$ cat src/rtl/instr_fetch_queue.sv
// instr_fetch_queue: instruction prefetch buffer between instruction memory
// and the IF/ID register. Owns the fetch PC, enqueues one {pc, instr} pair per
// cycle while space remains, and presents the oldest entry to decode through
// a valid/ready handshake. A redirect flushes the buffer and restarts fetch.
//
// Ports:
//   clock        rising-edge clock
//   reset        asynchronous active-low reset
//   imem_addr    fetch PC driven to the instruction memory
//   imem_data    instruction at imem_addr (combinational memory)
//   redirect     taken branch from EX/MEM: flush and refetch
//   redirect_pc  branch target, sampled while redirect=1
//   deq_ready    decode accepts the head entry this cycle
//   out_valid    head entry present
//   out_instr    head instruction, NOP when empty
//   out_pc       head PC, zero when empty
//   count        occupied entries, 0..DEPTH
module instr_fetch_queue #(
  parameter int unsigned DEPTH    = 4,
  parameter logic [63:0] RESET_PC = 64'h0
) (
  input  logic                       clock,
  input  logic                       reset,
  output logic [63:0]                imem_addr,
  input  logic [31:0]                imem_data,
  input  logic                       redirect,
  input  logic [63:0]                redirect_pc,
  input  logic                       deq_ready,
  output logic                       out_valid,
  output logic [31:0]                out_instr,
  output logic [63:0]                out_pc,
  output logic [$clog2(DEPTH):0]     count
);

  localparam int unsigned PTR_W = $clog2(DEPTH);
  localparam int unsigned CNT_W = PTR_W + 1;
  localparam logic [31:0] NOP   = 32'h0000_0013;

  logic [63:0]      fetch_pc_q, fetch_pc_d;
  logic [PTR_W-1:0] head_q, head_d;
  logic [PTR_W-1:0] tail_q, tail_d;
  logic [CNT_W-1:0] count_q, count_d;

  logic [63:0] pc_mem    [DEPTH];
  logic [31:0] instr_mem [DEPTH];

  logic enq_c;
  logic deq_c;

  // Full blocks enqueue even when a dequeue happens the same cycle.
  assign enq_c = (count_q < CNT_W'(DEPTH)) & ~redirect;
  assign deq_c = (count_q != '0) & deq_ready & ~redirect;

  // Next-state: redirect flushes everything and reloads the fetch PC.
  always_comb begin
    fetch_pc_d = fetch_pc_q;
    head_d     = head_q;
    tail_d     = tail_q;
    count_d    = count_q;
    if (redirect) begin
      fetch_pc_d = redirect_pc;
      head_d     = '0;
      tail_d     = '0;
      count_d    = '0;
    end else begin
      if (enq_c) begin
        tail_d     = tail_q + PTR_W'(1);
        fetch_pc_d = fetch_pc_q + 64'd4;
      end
      if (deq_c) begin
        head_d = head_q + PTR_W'(1);
      end
      count_d = count_q + CNT_W'(enq_c) - CNT_W'(deq_c);
    end
  end

  // Control state register.
  always_ff @(posedge clock or negedge reset) begin
    if (!reset) begin
      fetch_pc_q <= RESET_PC;
      head_q     <= '0;
      tail_q     <= '0;
      count_q    <= '0;
    end else begin
      fetch_pc_q <= fetch_pc_d;
      head_q     <= head_d;
      tail_q     <= tail_d;
      count_q    <= count_d;
    end
  end

  // Entry storage; never reset, only read through head while count != 0.
  always_ff @(posedge clock) begin
    if (enq_c) begin
      pc_mem[tail_q]    <= fetch_pc_q;
      instr_mem[tail_q] <= imem_data;
    end
  end

  assign imem_addr = fetch_pc_q;
  assign out_valid = (count_q != '0);
  assign out_instr = out_valid ? instr_mem[head_q] : NOP;
  assign out_pc    = out_valid ? pc_mem[head_q] : 64'h0;
  assign count     = count_q;

endmodule

$ cat config.mk
export PLATFORM = sky130hd
export DESIGN_NAME = instr_fetch_queue
export DESIGN_NICKNAME = d
export VERILOG_FILES = /design/src/rtl/instr_fetch_queue.sv
export SDC_FILE = /design/constraint.sdc
export NUM_CORES = 1
export LEC_CHECK = 0
export CORE_ASPECT_RATIO = 1.2
export CORE_UTILIZATION = 55
export DETAILED_ROUTE_END_ITERATION = 10
export PLACE_DENSITY = 0.91
export SLEW_MARGIN = 10
export SYNTH_ARGS = -nofsm -noshare
export SYNTH_HDL_FRONTEND = slang
export SYNTH_SLANG_ARGS = --single-unit
$ cat constraint.sdc
create_clock -name clock -period 5.05 [get_ports clock]
set_input_delay 1.01 -clock clock [delete_from_list [all_inputs] [get_ports clock]]
set_output_delay 1.01 -clock clock [all_outputs]
set_load 0.1 [all_outputs]
Yosys cells after proc, flatten, opt, wreduce, memory -nomap -nowiden
Memories as Yosys holds them, arrays and structs flattened.
Cells that the tools add are included.
{"block": "totals", "ff_bits": 71, "mem_bits_rw": 384, "output_inout_bits": 164, "n_memories": 2}
{"name": "pc_mem", "depth": 4, "word_bits": 64, "read_ports": 1, "rd_ports_with_merged_regs": 0, "write_ports": 1, "line_no": "44", "source": "logic [63:0] pc_mem [DEPTH];"}
{"name": "instr_mem", "depth": 4, "word_bits": 32, "read_ports": 1, "rd_ports_with_merged_regs": 0, "write_ports": 1, "line_no": "45", "source": "logic [31:0] instr_mem [DEPTH];"}
{"block": "classes", "addsub": 5, "order_cmp": 1, "n_mux": 11, "bitwise_logic": 4, "n_reduce_logical": 3}
{"cell": "$mux 64", "count": 3}
{"cell": "$add 64x3->64 const B", "count": 1}
{"cell": "$mux 32", "count": 1}
{"cell": "$mux 2", "count": 4}
{"cell": "$add 2x1->2 const B", "count": 2}
{"cell": "$reduce_bool 2->1", "count": 2}
{"cell": "$add 3x1->3", "count": 1}
{"cell": "$and 1x1->1", "count": 3}
{"cell": "$lt 3x3->1 const B", "count": 1}
{"cell": "$mux 3", "count": 1}
{"cell": "$reduce_bool 3->1", "count": 1}
{"cell": "$sub 3x1->3", "count": 1}
{"cell": "$mux 1", "count": 2}
{"cell": "$not 1->1", "count": 1}

Depth between registers and ports, before layout
{"block": "depth", "word_depth": 5, "depth_mapped": 14, "ltp_nobuf": 12}

Worst setup path before layout
No wires, ideal clock.
{"block": "synth_path", "kind": "reg2out", "from": "register count_q[2], in the netlist count[2]", "to": "output out_pc[54]", "arrival_ns": 3.459, "slack_ns": 0.581, "path_stages_with_launch": 6, "path_buffers": 2, "cell_sequence": "dfrtp_1 clkbuf_1 nor3_1 inv_1 clkbuf_1 and2_1"}
{"block": "synth_via", "elab_chain_len": 2}
{"element": "start, declared", "line_no": "42", "source": "logic [CNT_W-1:0] count_q, count_d;"}
{"element": "start signal, assigned", "line_no": "88", "source": "count_q <= count_d;"}
{"element": "$reduce_bool 3->1", "line_no": "101", "source": "assign out_valid = (count_q != '0);"}
{"element": "via out_valid", "line_no": "29", "source": "output logic out_valid,"}
{"element": "$mux 64", "line_no": "103", "source": "assign out_pc = out_valid ? pc_mem[head_q] : 64'h0;"}
{"element": "end, declared", "line_no": "31", "source": "output logic [63:0] out_pc,"}
The timed path passes the listed nets, and every way through them passes these cells.

Final worst setup path
{"block": "layout_path", "from": "register head_q[1]", "to": "output out_pc[49]"}
{"block": "layout_via", "elab_chain_len": 2}
{"element": "start, declared", "line_no": "40", "source": "logic [PTR_W-1:0] head_q, head_d;"}
{"element": "start signal, assigned", "line_no": "81", "source": "head_q <= '0;"}
{"element": "start signal, assigned", "line_no": "86", "source": "head_q <= head_d;"}
{"element": "$mem_v2 4x64"}
{"element": "$mux 64", "line_no": "103"}
Every way passes these cells.

==> flow_metrics.env <==
export IMPL_critical_path_top_delay_family="buffers and inverters"
export IMPL_grt_pass1_wl_mm=68.3
export IMPL_cts_tree="yes"
export IMPL_insertion_delay_ns=0.55
export IMPL_ys_seq_area_share_pct=70.8
export IMPL_rsz0062_at_grt="no"
export IMPL_drtAntennaViolNets=0
export IMPL_yosysTopAreaCell="edfxtp_1"
export IMPL_pwr_share_clk_pct=20.6
export IMPL_die_w_um=171
export IMPL_crit_path_top_delay_cell="clkdlybuf4s50_1"
export IMPL_drt_iter0_drc=1167
export IMPL_synthFlopType="edfxtp_1"
export IMPL_vias=11384
export IMPL_synthMostInstantiatedCell="edfxtp_1"
export IMPL_p_per_area_mw_per_mm2=668
export IMPL_p_switching_mw=7.09
export IMPL_drc=0
export IMPL_syn_num_nets=1222
export IMPL_r2r_start="count[2]"
export IMPL_crit_path_start_kind="flip-flop"
export IMPL_rr_worst_depth=13
export IMPL_clock_skew_final_ns=0.0193
export IMPL_worst_pin_slew_ns=1.10
export IMPL_irDropWorstVdd_mv=0.463
export IMPL_portBuffers=263
export IMPL_rows=73
export IMPL_synth_cells=1114
export IMPL_ys_seq_elements=455
export IMPL_cts_sinks=455
export IMPL_htreeDepth=2
export IMPL_vias_per_cell=6.11
export IMPL_core_mm2=0.0334
export IMPL_setup_viol=0
export IMPL_totalWireLength_mm=45.9
export IMPL_die_h_um=205
export IMPL_whs_ns=0.559
export IMPL_grt_overflow_total=0
export IMPL_post_cts_buffers=0
export IMPL_netlist_top_cells_count="edfxtp_1, and2_1, mux4_2"
export IMPL_clk_pin_slew_ns=0.06
export IMPL_hpwlAfterDp_mm=29.1
export IMPL_hold_class="flip-flop to flip-flop"
export IMPL_place_inst=1782
export IMPL_startpoint="head_q[1]"
export IMPL_maxCapViolations=0
export IMPL_critPathBufInv=1
export IMPL_drive_gt1_share_pct=19.8
export IMPL_yosysUniqueCellTypes=45
export IMPL_firstDrtPassIters=5
export IMPL_antenna_found_initial=3
export IMPL_ys_async_sr_fraction_pct=15.6
export IMPL_cp_depth=3
export IMPL_gp_congestion=0.799
export IMPL_seqPwrFrac_pct=33.2
export IMPL_swShare_pct=46.0
export IMPL_track_usage_pct=26.7
export IMPL_cts_root_buf="clkbuf_16"
export IMPL_cts_buffers=44
export IMPL_critPathKind="flip-flop to output pin"
export IMPL_layout_nets=1486
export IMPL_critical_path_required_ns=4.04
export IMPL_power_leakage_nw=7.80
export IMPL_cp_end_kind="output pin"
export IMPL_synthTopCellsByArea="edfxtp_1, mux4_2, dfrtp_1"
export IMPL_die_area_mm2=0.0349
export IMPL_ys_warnings_count=0
export IMPL_syn_to_final_growth_pct=22.8
export IMPL_avgSynthCellArea_um2=16.9
export IMPL_rrSetupSlack_ns=1.46
export IMPL_cp_data_arrival_time_ns=3.24
export IMPL_grt_max_degree=86
export IMPL_postCtsHoldBufs=0
export IMPL_hold_viol=0
export IMPL_period_minus_slack_ns=4.25
export IMPL_initial_utilization_pct=56.2
export IMPL_crit_chain="mux4_2 -> and2_1 -> clkdlybuf4s50_1"
export IMPL_p_int_mw=8.32
export IMPL_slew_headroom_pct=26.6
export IMPL_tns_ns=0
export IMPL_fmax_ghz=0.235
export IMPL_netlist_area_leader_share_pct=61.4
export IMPL_period_share_pct=84.3
export IMPL_io_pins=264
export IMPL_cpPeakStageDelay_ns=1.16
export IMPL_pwr_share_comb_pct=46.2
export IMPL_slew_violations=0
export IMPL_final_cells=1864
export IMPL_worstReg2RegEnd="count[2]"
export IMPL_endpoint="out_pc[49]"
export IMPL_cts_max_path_buffers=3
export IMPL_status="finished, final reports clean"
export IMPL_grt_pass1_vias=11574
export IMPL_cts_resized=0
export IMPL_setup_slack_ns=0.795
export IMPL_crit_fanout=54
export IMPL_pre_cts_ws_ns=1.35
export IMPL_synth_edf_count=384
export IMPL_syn_area_mm2=0.0188
export IMPL_post_drt_wl_per_cell_um=24.6
placed cells by master, fill, tap and decap left out, types with 10 or more instances in the layout:
cell	count
clkdlybuf4s50_1	180
nor2_1	30
and4_1	12
and2_1	96
inv_1	13
dfrtp_1	69
nand4_1	24
buf_4	98
nor3_1	10
edfxtp_1	384
clkbuf_1	15
xor2_1	18
clkbuf_16	45
o21ai_0	45
or4_1	10
nor4_1	21
nand2_1	77
mux4_2	96
xnor2_1	31
nand3_1	32
state kept, by name, summed over array words and instances, names as in the netlist:
| register | flops |
|---|---|
| pc_mem | 256 |
| imem_addr | 64 |
| head_q | 2 |
| count | 3 |
| instr_mem | 128 |
| tail_q | 2 |
final cells by class:
cell class	count	area [um2]
Clock inverter	14	128
Antenna cell	2	5.00
Timing Repair Buffer	278	2540
Fill cell	2113	10400
Sequential cell	455	13300
Multi-Input combinational cell	585	5210
Tap cell	450	563
Clock buffer	66	1260
Inverter	14	52.6
logic make-up after synthesis:
group                      synth area share [%]
AOI/OAI and AO/OA                          2.20
xor gates and xnor gates                   2.28
and+or+nand+nor                            10.5
muxes                                      12.1
buffers and inverters                      1.52
DFF                                        70.8
adders and majority gates                 0.573
how the worst min path moves through the flow:
stage / from / to / slack, ns / cells past startpoint
floorplan: tail_q[1] / tail_q[1] / 0.54 / 2
global placement: imem_addr[0] / pc_mem[1][0] / 0.51 / 0
detailed placement: imem_addr[0] / pc_mem[3][0] / 0.53 / 0
CTS: imem_addr[0] / pc_mem[3][0] / 0.56 / 0
global route: imem_addr[1] / pc_mem[2][1] / 0.58 / 0
finish: imem_addr[0] / pc_mem[2][0] / 0.56 / 0
metal layers:
layer / global-route usage (%) / vias to the layer above / part of all wire (%)
li1: - / 4877 / -
met1: 34.1 / 5747 / 37
met2: 45.1 / 636 / 51
met3: 5.14 / 124 / 8.2
met4: 10.7 / 0 / 3.9
met5: 0 / - / 0
through the flow:
stage	area (um2)	util, %	power (mW)
global route	23100	69.0	15.9
floorplan	18800	-	10.7
CTS	23100	69.0	15.5
global placement	21700	64.8	12.2
detailed placement	21700	64.8	12.3
finish	23100	69.0	15.4
power groups by stage:
stage                     clock, mW  combinational, mW  sequential (mW)
after detailed placement          0               7.13             5.18
after global placement            0               7.06             5.12
after CTS                      3.20               7.16             5.12
after global routing           3.36               7.34             5.17
final                          3.18               7.12             5.11
after floorplan                   0               5.21             5.48
Note: power is estimated with default switching activity, not from simulation.
